**config.mk**
```make
export PLATFORM = sky130hd
export DESIGN_NAME = seg_serial_display_flat
export DESIGN_NICKNAME = d
export VERILOG_FILES = /design/src/rtl/seg_serial_display_pkg.sv /design/src/rtl/seg_serial_display_if.sv /design/src/rtl/seg_serial_display_hex_encoder.sv /design/src/rtl/seg_serial_display.sv /design/src/flat_wrapper.sv
export SDC_FILE = /design/constraint.sdc
export NUM_CORES = 1
export LEC_CHECK = 0
export CORE_AREA = 5 5 160 162
export CTS_CLUSTER_DIAMETER = 120
export DETAILED_ROUTE_END_ITERATION = 6
export DIE_AREA = 0 0 165 167
export GPL_ROUTABILITY_DRIVEN = 0
export SYNTH_ARGS = -nofsm -noshare
export SYNTH_HDL_FRONTEND = slang
export SYNTH_SLANG_ARGS = --single-unit
```
**constraint.sdc**
```tcl
create_clock -name clk -period 4.3 [get_ports clk]
set_input_delay 1.075 -clock clk [delete_from_list [all_inputs] [get_ports clk]]
set_output_delay 1.075 -clock clk [all_outputs]
set_load 0.03 [all_outputs]
```
**src/rtl/seg_serial_display_pkg.sv**
```systemverilog
`default_nettype none
// ============================================================================
//  Module      : seg_disp_pkg
//  Description : Shared types and constants for the serial seven-segment
//                display driver (FSM states, hex glyph table, blank bytes).
//  Revision    : 1.0  initial release
// ============================================================================
package seg_disp_pkg;

    // Frame sequencer states
    typedef enum logic [1:0] {
        ST_IDLE  = 2'd0,
        ST_LOAD  = 2'd1,
        ST_SHIFT = 2'd2,
        ST_LATCH = 2'd3
    } seg_state_e;

    // Active-high gfedcba glyphs for 0..F; element 0 is the rightmost entry
    localparam logic [15:0][6:0] c_HEX_SEG = {
        7'h71, 7'h79, 7'h5E, 7'h39, 7'h7C, 7'h77, 7'h6F, 7'h7F,
        7'h07, 7'h7D, 7'h6D, 7'h66, 7'h4F, 7'h5B, 7'h06, 7'h3F
    };

    // "All segments unlit" for each output polarity
    localparam logic [7:0] c_BLANK_AL = 8'hFF;
    localparam logic [7:0] c_BLANK_AH = 8'h00;

endpackage
`default_nettype wire

```
**src/rtl/seg_serial_display_if.sv**
```systemverilog
`default_nettype none
// ============================================================================
//  Module      : seg_serial_display_if
//  Description : Frame request/status port and board pins of the serial
//                seven-segment driver, grouped for a single module port.
//  Revision    : 1.0  initial release
// ============================================================================
interface seg_serial_display_if #(
    parameter int DIGITS = 8
);
    logic                  start;
    logic                  text;
    logic                  flash;
    logic [8*DIGITS-1:0]   data;
    logic [DIGITS-1:0]     point;
    logic [DIGITS-1:0]     les;
    logic                  seg_clk;
    logic                  seg_sout;
    logic                  seg_pen;
    logic                  seg_clrn;
    logic                  busy;
    logic                  done;

    // Requester side: drives frame contents, observes status and pins
    modport master (
        output start, text, flash, data, point, les,
        input  seg_clk, seg_sout, seg_pen, seg_clrn, busy, done
    );

    // Driver side
    modport slave (
        input  start, text, flash, data, point, les,
        output seg_clk, seg_sout, seg_pen, seg_clrn, busy, done
    );
endinterface
`default_nettype wire

```
**src/rtl/seg_serial_display_hex_encoder.sv**
```systemverilog
`default_nettype none
// ============================================================================
//  Module      : seg_hex_encoder
//  Description : Encodes one digit into its shifted byte {dp,g,f,e,d,c,b,a}:
//                hex glyph lookup or raw passthrough, with blanking.
//  Revision    : 1.0  initial release
// ============================================================================
module seg_hex_encoder
    import seg_disp_pkg::*;
#(
    parameter bit ACTIVE_LOW = 1'b1
) (
    input  wire logic [3:0] i_nibble,
    input  wire logic [7:0] i_raw,
    input  wire logic       i_text,
    input  wire logic       i_point,
    input  wire logic       i_blank,
    output logic [7:0]      o_seg
);

    logic [7:0] w_hex;

    // Select glyph, raw byte or blank; only the hex glyph follows polarity,
    // raw graphic bytes are sent exactly as supplied
    always_comb begin
        w_hex = {i_point, c_HEX_SEG[i_nibble]};
        if (ACTIVE_LOW) begin
            w_hex = ~w_hex;
        end
        o_seg = i_text ? w_hex : i_raw;
        if (i_blank) begin
            o_seg = ACTIVE_LOW ? c_BLANK_AL : c_BLANK_AH;
        end
    end

endmodule
`default_nettype wire

```
**src/rtl/seg_serial_display.sv**
```systemverilog
`default_nettype none
// ============================================================================
//  Module      : seg_serial_display
//  Description : Converts one latched display frame into a serial shift burst
//                on seg_clk/seg_sout followed by a seg_pen latch pulse.
//  Revision    : 1.0  initial release
// ============================================================================
module seg_serial_display
    import seg_disp_pkg::*;
#(
    parameter int DIGITS     = 8,
    parameter int CLK_DIV    = 2,
    parameter bit ACTIVE_LOW = 1'b1
) (
    input  wire logic             clk,
    input  wire logic             rst,
    seg_serial_display_if.slave   bus
);

    localparam int NBITS = 8 * DIGITS;
    localparam int BIT_W = $clog2(NBITS);
    localparam int DIV_W = $clog2(CLK_DIV) + 1;
    localparam logic [BIT_W-1:0] c_BIT_LAST = BIT_W'(NBITS - 1);
    localparam logic [DIV_W-1:0] c_DIV_LAST = DIV_W'(CLK_DIV - 1);

    logic [NBITS-1:0] w_frame;

    seg_state_e       r_state_q,   w_state_d;
    logic [NBITS-1:0] r_shreg_q,   w_shreg_d;
    logic [BIT_W-1:0] r_bit_q,     w_bit_d;
    logic [DIV_W-1:0] r_div_q,     w_div_d;
    logic             r_seg_clk_q, w_seg_clk_d;
    logic             r_sout_q,    w_sout_d;
    logic             r_pen_q,     w_pen_d;
    logic             r_clrn_q,    w_clrn_d;
    logic             r_busy_q,    w_busy_d;
    logic             r_done_q,    w_done_d;

    // One encoder per digit; digit i occupies frame byte i
    for (genvar i = 0; i < DIGITS; i++) begin : g_enc
        seg_hex_encoder #(
            .ACTIVE_LOW (ACTIVE_LOW)
        ) u_enc (
            .i_nibble (bus.data[4*i +: 4]),
            .i_raw    (bus.data[8*i +: 8]),
            .i_text   (bus.text),
            .i_point  (bus.point[i]),
            .i_blank  (bus.flash & bus.les[i]),
            .o_seg    (w_frame[8*i +: 8])
        );
    end

    // Next-state logic: frame sequencing, seg_clk divider and bit shifting
    always_comb begin
        w_state_d   = r_state_q;
        w_shreg_d   = r_shreg_q;
        w_bit_d     = r_bit_q;
        w_div_d     = r_div_q;
        w_seg_clk_d = r_seg_clk_q;
        w_sout_d    = r_sout_q;
        w_pen_d     = r_pen_q;
        w_clrn_d    = 1'b1;
        w_busy_d    = r_busy_q;
        w_done_d    = 1'b0;

        case (r_state_q)
            ST_IDLE: begin
                if (bus.start) begin
                    w_state_d = ST_LOAD;
                    w_busy_d  = 1'b1;
                    w_pen_d   = 1'b0;
                end
            end
            ST_LOAD: begin
                // The shift register is the frame snapshot, so later input
                // changes cannot disturb this frame
                w_shreg_d   = w_frame;
                w_sout_d    = w_frame[NBITS-1];
                w_seg_clk_d = 1'b0;
                w_div_d     = c_DIV_LAST;
                w_bit_d     = c_BIT_LAST;
                w_state_d   = ST_SHIFT;
            end
            ST_SHIFT: begin
                if (r_div_q != '0) begin
                    w_div_d = r_div_q - DIV_W'(1);
                end else begin
                    w_div_d = c_DIV_LAST;
                    if (!r_seg_clk_q) begin
                        w_seg_clk_d = 1'b1;
                    end else begin
                        // Falling seg_clk edge: present the next bit here so
                        // it is settled a full low phase before the rise
                        w_seg_clk_d = 1'b0;
                        if (r_bit_q == '0) begin
                            w_state_d = ST_LATCH;
                            w_pen_d   = 1'b1;
                            w_done_d  = 1'b1;
                            w_busy_d  = 1'b0;
                        end else begin
                            w_bit_d   = r_bit_q - BIT_W'(1);
                            w_shreg_d = {r_shreg_q[NBITS-2:0], 1'b0};
                            w_sout_d  = r_shreg_q[NBITS-2];
                        end
                    end
                end
            end
            ST_LATCH: begin
                w_state_d = ST_IDLE;
            end
            default: begin
                w_state_d = ST_IDLE;
            end
        endcase
    end

    // State and output registers; reset forces pins to their safe values
    always_ff @(posedge clk or posedge rst) begin
        if (rst) begin
            r_state_q   <= ST_IDLE;
            r_shreg_q   <= '0;
            r_bit_q     <= '0;
            r_div_q     <= '0;
            r_seg_clk_q <= 1'b0;
            r_sout_q    <= 1'b0;
            r_pen_q     <= 1'b0;
            r_clrn_q    <= 1'b0;
            r_busy_q    <= 1'b0;
            r_done_q    <= 1'b0;
        end else begin
            r_state_q   <= w_state_d;
            r_shreg_q   <= w_shreg_d;
            r_bit_q     <= w_bit_d;
            r_div_q     <= w_div_d;
            r_seg_clk_q <= w_seg_clk_d;
            r_sout_q    <= w_sout_d;
            r_pen_q     <= w_pen_d;
            r_clrn_q    <= w_clrn_d;
            r_busy_q    <= w_busy_d;
            r_done_q    <= w_done_d;
        end
    end

    assign bus.seg_clk  = r_seg_clk_q;
    assign bus.seg_sout = r_sout_q;
    assign bus.seg_pen  = r_pen_q;
    assign bus.seg_clrn = r_clrn_q;
    assign bus.busy     = r_busy_q;
    assign bus.done     = r_done_q;

endmodule
`default_nettype wire
```
**src/flat_wrapper.sv**
```systemverilog
// flat-port wrapper written by rule: the top's interface ports become plain ports
module seg_serial_display_flat import seg_disp_pkg::*;
#(
    parameter int DIGITS     = 8,
    parameter int CLK_DIV    = 2,
    parameter bit ACTIVE_LOW = 1'b1
)
  (clk, rst, bus_start, bus_text, bus_flash, bus_data, bus_point, bus_les, bus_seg_clk, bus_seg_sout, bus_seg_pen, bus_seg_clrn, bus_busy, bus_done);
  seg_serial_display_if #(.DIGITS(DIGITS)) bus_i ();
  input  wire logic clk;
  input  wire logic rst;
  input wire logic [$bits(bus_i.start)-1:0] bus_start;
  input wire logic [$bits(bus_i.text)-1:0] bus_text;
  input wire logic [$bits(bus_i.flash)-1:0] bus_flash;
  input wire logic [$bits(bus_i.data)-1:0] bus_data;
  input wire logic [$bits(bus_i.point)-1:0] bus_point;
  input wire logic [$bits(bus_i.les)-1:0] bus_les;
  output wire logic [$bits(bus_i.seg_clk)-1:0] bus_seg_clk;
  output wire logic [$bits(bus_i.seg_sout)-1:0] bus_seg_sout;
  output wire logic [$bits(bus_i.seg_pen)-1:0] bus_seg_pen;
  output wire logic [$bits(bus_i.seg_clrn)-1:0] bus_seg_clrn;
  output wire logic [$bits(bus_i.busy)-1:0] bus_busy;
  output wire logic [$bits(bus_i.done)-1:0] bus_done;
  assign bus_i.start = bus_start;
  assign bus_i.text = bus_text;
  assign bus_i.flash = bus_flash;
  assign bus_i.data = bus_data;
  assign bus_i.point = bus_point;
  assign bus_i.les = bus_les;
  assign bus_seg_clk = bus_i.seg_clk;
  assign bus_seg_sout = bus_i.seg_sout;
  assign bus_seg_pen = bus_i.seg_pen;
  assign bus_seg_clrn = bus_i.seg_clrn;
  assign bus_busy = bus_i.busy;
  assign bus_done = bus_i.done;
  seg_serial_display #(.DIGITS(DIGITS), .CLK_DIV(CLK_DIV), .ACTIVE_LOW(ACTIVE_LOW)) u_core (.clk(clk), .rst(rst), .bus(bus_i));
endmodule
```
Word-level counts from Yosys, hierarchy flattened
Memory sizes are Yosys's and may differ from the RTL's.
Index checks and enable logic that the tools add are counted.
{"block": "totals", "reg_bits": 79, "latch_bits": 0, "mem_bits_rw": 0, "rom_bits": 896, "mem_count": 8}
{"memory": "(no name shown)", "words": 16, "word_bits": 7, "read_ports": 1, "rd_clocked_by_memory_dff": 0, "write_ports": 0, "line_no": "seg_serial_display_hex_encoder.sv:26", "source": "w_hex = {i_point, c_HEX_SEG[i_nibble]};"}
{"memory": "(no name shown)", "words": 16, "word_bits": 7, "read_ports": 1, "rd_clocked_by_memory_dff": 0, "write_ports": 0, "line_no": "seg_serial_display_hex_encoder.sv:26"}
{"memory": "(no name shown)", "words": 16, "word_bits": 7, "read_ports": 1, "rd_clocked_by_memory_dff": 0, "write_ports": 0, "line_no": "seg_serial_display_hex_encoder.sv:26"}
{"memory": "(no name shown)", "words": 16, "word_bits": 7, "read_ports": 1, "rd_clocked_by_memory_dff": 0, "write_ports": 0, "line_no": "seg_serial_display_hex_encoder.sv:26"}
{"memory": "(no name shown)", "words": 16, "word_bits": 7, "read_ports": 1, "rd_clocked_by_memory_dff": 0, "write_ports": 0, "line_no": "seg_serial_display_hex_encoder.sv:26"}
{"memory": "(no name shown)", "words": 16, "word_bits": 7, "read_ports": 1, "rd_clocked_by_memory_dff": 0, "write_ports": 0, "line_no": "seg_serial_display_hex_encoder.sv:26"}
{"memory": "2 more memories"}
{"block": "op_classes", "add_sub_neg": 2, "n_mul": 0, "div": 0, "magnitude_cmp": 8, "eq_ne": 8, "shifts": 0, "muxes": 60, "bitwise": 16, "n_reduce_logical": 9}
{"op": "$mux 63", "count": 3}
{"op": "$mux 8", "count": 16}
{"op": "$pmux 63 s2", "count": 1}
{"op": "$not 8->8", "count": 8}
{"op": "$mux 7", "count": 8}
{"op": "$lt 4x5->1 const B", "count": 8}
{"op": "$mux 6", "count": 3}
{"op": "$mux 1", "count": 17}
{"op": "$pmux 6 s2", "count": 1}
{"op": "$mux 2", "count": 5}
{"op": "$and 1x1->1", "count": 8}
{"op": "$pmux 1 s2", "count": 4}
{"op": "$pmux 2 s4", "count": 1}
{"op": "$reduce_and 4->1", "count": 2}
{"op": "$logic_not 6->1", "count": 1}
{"op": "$ne 2x2->1 const B", "count": 3}
{"op": "$reduce_bool 2->1", "count": 3}
{"op": "$sub 6x1->6 const B", "count": 1}
{"op": "$reduce_and 5->1", "count": 1}
{"op": "$eq 2x2->1 const B", "count": 2}
{"op": "$ne 2x1->1 const B", "count": 2}
{"op": "$pmux 2 s2", "count": 1}
{"op": "$eq 2x1->1 const B", "count": 1}
{"op": "$logic_not 2->1", "count": 1}
{"op": "2 further kinds", "count": 2}

Depth between registers and ports, before layout
{"block": "logic_depth", "word_depth": 6, "mapped_depth": 8, "mapped_depth_nobuf": 6}

Hierarchy
Synthesis repeated with hierarchy kept, for this count alone.
{"block": "hier_totals", "hier_cells": 821, "hier_area_um2": 7104.3}
{"module": "seg_serial_display", "instances": 1, "cells_per_inst": 379, "area_each_um2": 3917.5, "seq_area_each_um2": 1976.9}
{"module": "seg_hex_encoder (u_core.g_enc[0].u_enc ...)", "instances": 4, "cells_per_inst": 57, "area_each_um2": 404.1, "seq_area_each_um2": 0.0}
{"module": "seg_hex_encoder (u_core.g_enc[6].u_enc ...)", "instances": 2, "cells_per_inst": 55, "area_each_um2": 406.6, "seq_area_each_um2": 0.0}
{"module": "seg_hex_encoder (u_core.g_enc[1].u_enc)", "instances": 1, "cells_per_inst": 53, "area_each_um2": 392.9, "seq_area_each_um2": 0.0}
{"module": "seg_hex_encoder (u_core.g_enc[5].u_enc)", "instances": 1, "cells_per_inst": 51, "area_each_um2": 364.1, "seq_area_each_um2": 0.0}

Worst setup path after synthesis
No wires, ideal clock.
{"block": "synth_path", "path_kind": "input -> register", "start": "input bus_data[24]", "end": "register u_core.r_shreg_q[51]", "setup_ns": 0.131, "arrival_ns": 2.223, "required_ns": 4.169, "setup_slack_ns": 1.947, "path_stages": 6, "path_cell_list": "inv_1 ha_1 inv_1 mux4_2 a221oi_1 nor3_1"}
{"block": "synth_between", "elab_chain_cells": 6}
{"item": "from (decl)", "line_no": "flat_wrapper.sv:15", "source": "input wire logic [$bits(bus_i.data)-1:0] bus_data;"}
{"item": "$mem_v2 16x7"}
{"item": "$mux 7 (not written as such)", "line_no": "seg_serial_display_hex_encoder.sv:26"}
{"item": "$not 8->8", "line_no": "seg_serial_display_hex_encoder.sv:28", "source": "w_hex = ~w_hex;"}
{"item": "$mux 8", "line_no": "seg_serial_display_hex_encoder.sv:30", "source": "o_seg = i_text ? w_hex : i_raw;"}
{"item": "$mux 8", "line_no": "seg_serial_display_hex_encoder.sv:31", "source": "if (i_blank) begin"}
{"item": "$pmux 63 s2", "line_no": "seg_serial_display.sv:66", "source": "case (r_state_q)"}
{"item": "to (signal assigned)", "line_no": "seg_serial_display.sv:132", "source": "r_shreg_q <= w_shreg_d;"}
{"item": "to (decl)", "line_no": "seg_serial_display.sv:29", "source": "logic [NBITS-1:0] r_shreg_q, w_shreg_d;"}
Every way passes these cells. The select of a mux whose other input is x is not followed.
A chain may end at the register's enable or synchronous reset.

Worst setup path in the final report
{"block": "layout_path", "start": "input bus_data[25]", "end": "register u_core.r_shreg_q[51]"}
The elaborated chain is that of the path after synthesis.

==> results.sh <==
export IMPL_clk_path_buf_depth=2
export IMPL_timing_critical_path_arrival_ps=3080
export IMPL_synth_top_cell_area_share=0.309
export IMPL_syn_area_per_cell_um2=8.59
export IMPL_core_region_area_um2=24000
export IMPL_drt_pre_antenna_iters=5
export IMPL_drt_antenna_violating_nets=0
export IMPL_total_leakage_power_nw=3.30
export IMPL_kind_of_critical_path="in2reg"
export IMPL_synth_edff_count=0
export IMPL_synthDominantAreaCellType="sky130_fd_sc_hd__dfrtp_1"
export IMPL_synth_main_ff_cell="sky130_fd_sc_hd__dfrtp_1"
export IMPL_fillCellCount=2593
export IMPL_result_of_the_run="complete, no violations"
export IMPL_post_cts_hold_buffer_count=0
export IMPL_synthCells=744
export IMPL_postSynth_asyncResetShare=1.00
export IMPL_drive_gt1_frac=0.0798
export IMPL_worstSetupStartpointType="input port"
export IMPL_synth_area_um2=6390
export IMPL_grt_first_pass_wirelength_um=30400
export IMPL_final_setup_tns_ps=0
export IMPL_route_detailed_drc=0
export IMPL_worst_hold_path_type="reg2reg"
export IMPL_routed_wire_length_per_instance_um=16.7
export IMPL_initial_core_util=0.267
export IMPL_gr_total_overflow=0
export IMPL_fin_nets=938
export IMPL_path_max_fanout=7
export IMPL_die_area_um2=27600
export IMPL_seq_area_frac_synth=0.309
export IMPL_flow_area_growth_from_synthesis_pct=22.4
export IMPL_setup_skew_after_layout_ps=8.55
export IMPL_hpwl_um=13500
export IMPL_powerDensity_nw_per_um2=497
export IMPL_grt_util_all_layers=0.136
export IMPL_placement_rows=57
export IMPL_drt_vias_per_instance=5.14
export IMPL_synth_fp_nets=883
export IMPL_detail_route_wirelength_um=18800
export IMPL_fp_dieW_um=165
export IMPL_maximum_number_of_pins_on_one_net_before_global_route_repair=54
export IMPL_worst_path_largest_cell_delay_ps=670
export IMPL_numPortBuffers=90
export IMPL_fp_dieH_um=167
export IMPL_worst_ep_required_time_ps=4520
export IMPL_num_antenna_cells=0
export IMPL_synth_distinct_cells=57
export IMPL_cts_sink_count=79
export IMPL_fmaxAchievable_mhz=349
export IMPL_yosysWarnings=0
export IMPL_timing_final_hold_violations=0
export IMPL_clk_insertion_delay_late_ps=350
export IMPL_tightestPinTransition_ps=882
export IMPL_root_buffer="sky130_fd_sc_hd__clkbuf_16"
export IMPL_crit_path_cell_trace="clkdlybuf4s50_1 -> inv_1 -> ha_1 -> inv_1 -> mux4_2 -> a221oi_1 -> nor3_1"
export IMPL_grt_pass1_vias=5760
export IMPL_grt_antenna_before_repair=0
export IMPL_worst_hold_slack_ps=500
export IMPL_synth_top_cells_by_area="sky130_fd_sc_hd__dfrtp_1, sky130_fd_sc_hd__ha_1, sky130_fd_sc_hd__nand3_1"
export IMPL_post_cts_buffers=0
export IMPL_vias=5790
export IMPL_max_cap_violations=0
export IMPL_cp_end_kind="flip-flop"
export IMPL_final_min_period_over_clock_period=0.666
export IMPL_grt_setup_unrepaired="false"
export IMPL_setup_violations=0
export IMPL_post_cts_resized_instances=0
export IMPL_worst_path_max_delay_cell="sky130_fd_sc_hd__clkdlybuf4s50_1"
export IMPL_clk_pin_slew_worst_paths_ps=60
export IMPL_finalCriticalPeriod_ps=2870
export IMPL_irDropWorstVdd_uv=315
export IMPL_io_pins=91
export IMPL_cts_buffers=9
export IMPL_h_tree_level_count=3
export IMPL_drt_iter0_markers=443
export IMPL_tritoncts_clock_tree="done"
export IMPL_timing_max_transition_violations_final=0
export IMPL_relSlewSlack=0.411
export IMPL_ys_seq_elements=79
export IMPL_crit_top_cell="sky130_fd_sc_hd__inv_1"
## cell families after synthesis
family | after synthesis | share of synthesized area
adders and majority gates | 54 | 0.106
AOI/OAI and AO/OA | 234 | 0.250
muxes | 38 | 0.0757
DFF | 79 | 0.309
and+or+nand+nor | 239 | 0.189
xor gates and xnor gates | 2 | 0.00274
buffers and inverters | 97 | 0.0671
other | 1 | 0.000587
## critical path: cells and delay by family
| kind | cells | cell delay, ps |
|---|---|---|
| and+or+nand+nor | 1 | 100 |
| muxes | 1 | 440 |
| adders and majority gates | 1 | 320 |
| buffers and inverters | 3 | 860 |
| AOI/OAI and AO/OA | 1 | 290 |
## sequential cells by signal, summed over array words and instances, names as in the netlist
signal and count:
u_core.r_bit_q 6, u_core.r_div_q 2, u_core.bus.seg_pen 1, u_core.bus.busy 1, u_core.r_shreg_q 63, u_core.r_state_q 2
u_core.bus.done 1, u_core.bus.seg_sout 1, u_core.bus.seg_clrn 1, u_core.bus.seg_clk 1
## layout by cell type (no fill, tap or decap), types with 6 or more instances in the layout
cell type | netlist | layout
sky130_fd_sc_hd__nand3_1 | 54 | 54
sky130_fd_sc_hd__nor2_1 | 67 | 67
sky130_fd_sc_hd__nand2b_1 | 7 | 7
sky130_fd_sc_hd__a211oi_1 | 21 | 21
sky130_fd_sc_hd__dfrtp_1 | 79 | 79
sky130_fd_sc_hd__clkdlybuf4s50_1 | 0 | 89
sky130_fd_sc_hd__a31oi_1 | 13 | 13
sky130_fd_sc_hd__or2_2 | 6 | 6
sky130_fd_sc_hd__ha_1 | 54 | 54
sky130_fd_sc_hd__inv_1 | 37 | 36
sky130_fd_sc_hd__a221oi_1 | 9 | 9
sky130_fd_sc_hd__a21oi_1 | 38 | 38
sky130_fd_sc_hd__o211ai_1 | 6 | 6
sky130_fd_sc_hd__nor2b_1 | 21 | 21
sky130_fd_sc_hd__nand2_1 | 48 | 47
sky130_fd_sc_hd__nand4_1 | 6 | 6
sky130_fd_sc_hd__a21o_1 | 8 | 7
sky130_fd_sc_hd__a311oi_1 | 6 | 6
sky130_fd_sc_hd__buf_4 | 0 | 12
sky130_fd_sc_hd__o32ai_1 | 8 | 8
sky130_fd_sc_hd__o31ai_1 | 30 | 30
sky130_fd_sc_hd__a2bb2oi_1 | 6 | 6
sky130_fd_sc_hd__mux4_2 | 6 | 6
sky130_fd_sc_hd__nor3_1 | 6 | 6
sky130_fd_sc_hd__mux2i_1 | 21 | 21
sky130_fd_sc_hd__clkbuf_16 | 0 | 9
sky130_fd_sc_hd__o221ai_1 | 6 | 6
sky130_fd_sc_hd__o22ai_1 | 17 | 17
sky130_fd_sc_hd__mux2_2 | 7 | 7
sky130_fd_sc_hd__o21ai_0 | 43 | 43
## power breakdown
group          switching, mW  internal, mW  total [mW]
Clock                  0.314         0.501       0.815
Sequential             0.190          1.09        1.28
Combinational           1.03         0.768        1.79
Total                   1.53          2.36        3.89
## metrics by stage
stage               setup slack (ps)  cell area, um^2  instances  total power [mW]  utilization
global placement                1160             7520       1112              3.06        0.314
detailed placement              1120             7520       1112              3.09        0.314
floorplan                       1200             6390        744              2.60            -
finish                          1430             7830       1126              3.89        0.327
global route                    1340             7830       1126              4.22        0.327
CTS                             1470             7830       1126              3.92        0.327
## routing by layer
metal / global-route usage / vias to the layer above / wire length [um]
met5: 0 / - / 0
met2: 0.219 / 133 / 9000
li1: - / 2852 / -
met3: 0.0309 / 17 / 821
met4: 0.0354 / 0 / 324
met1: 0.184 / 2788 / 8690
## cell type report
type / count / area [um^2] / share of cell area
Inverter: 38 / 144 / 0.0184
Clock buffer: 10 / 229 / 0.0293
Timing Repair Buffer: 103 / 1010 / 0.129
Clock inverter: 4 / 72.6 / 0.00927
Multi-Input combinational cell: 568 / 3990 / 0.510
Sequential cell: 79 / 1980 / 0.253
Tap cell: 324 / 405 / 0.0518
## worst paths after layout
path	from	end	slack, ps	cells past startpoint
worst max register to register	u_core.r_state_q[0]	u_core.r_shreg_q[33]	1680	8
min in group asynchronous	rst	u_core.bus.done	1060	2
worst max-delay path	bus_data[25]	u_core.r_shreg_q[51]	1430	7
worst min register to register	u_core.r_shreg_q[32]	u_core.r_shreg_q[32]	500	2
worst min-delay path	u_core.r_shreg_q[32]	u_core.r_shreg_q[32]	500	2
max in group asynchronous	rst	u_core.r_shreg_q[41]	2480	3
## cell usage after synthesis, drive strengths merged (17+ instances only)
master / instances
a211oi: 21
buf: 34
a21oi: 39
o21ai: 43
clkbuf: 25
o31ai: 30
nor2: 68
dfrtp: 79
nor2b: 21
inv: 37
ha: 54
nand3: 54
nand2: 48
o22ai: 17
mux2i: 21
No activity file was read; power rests on OpenSTA's default activity.
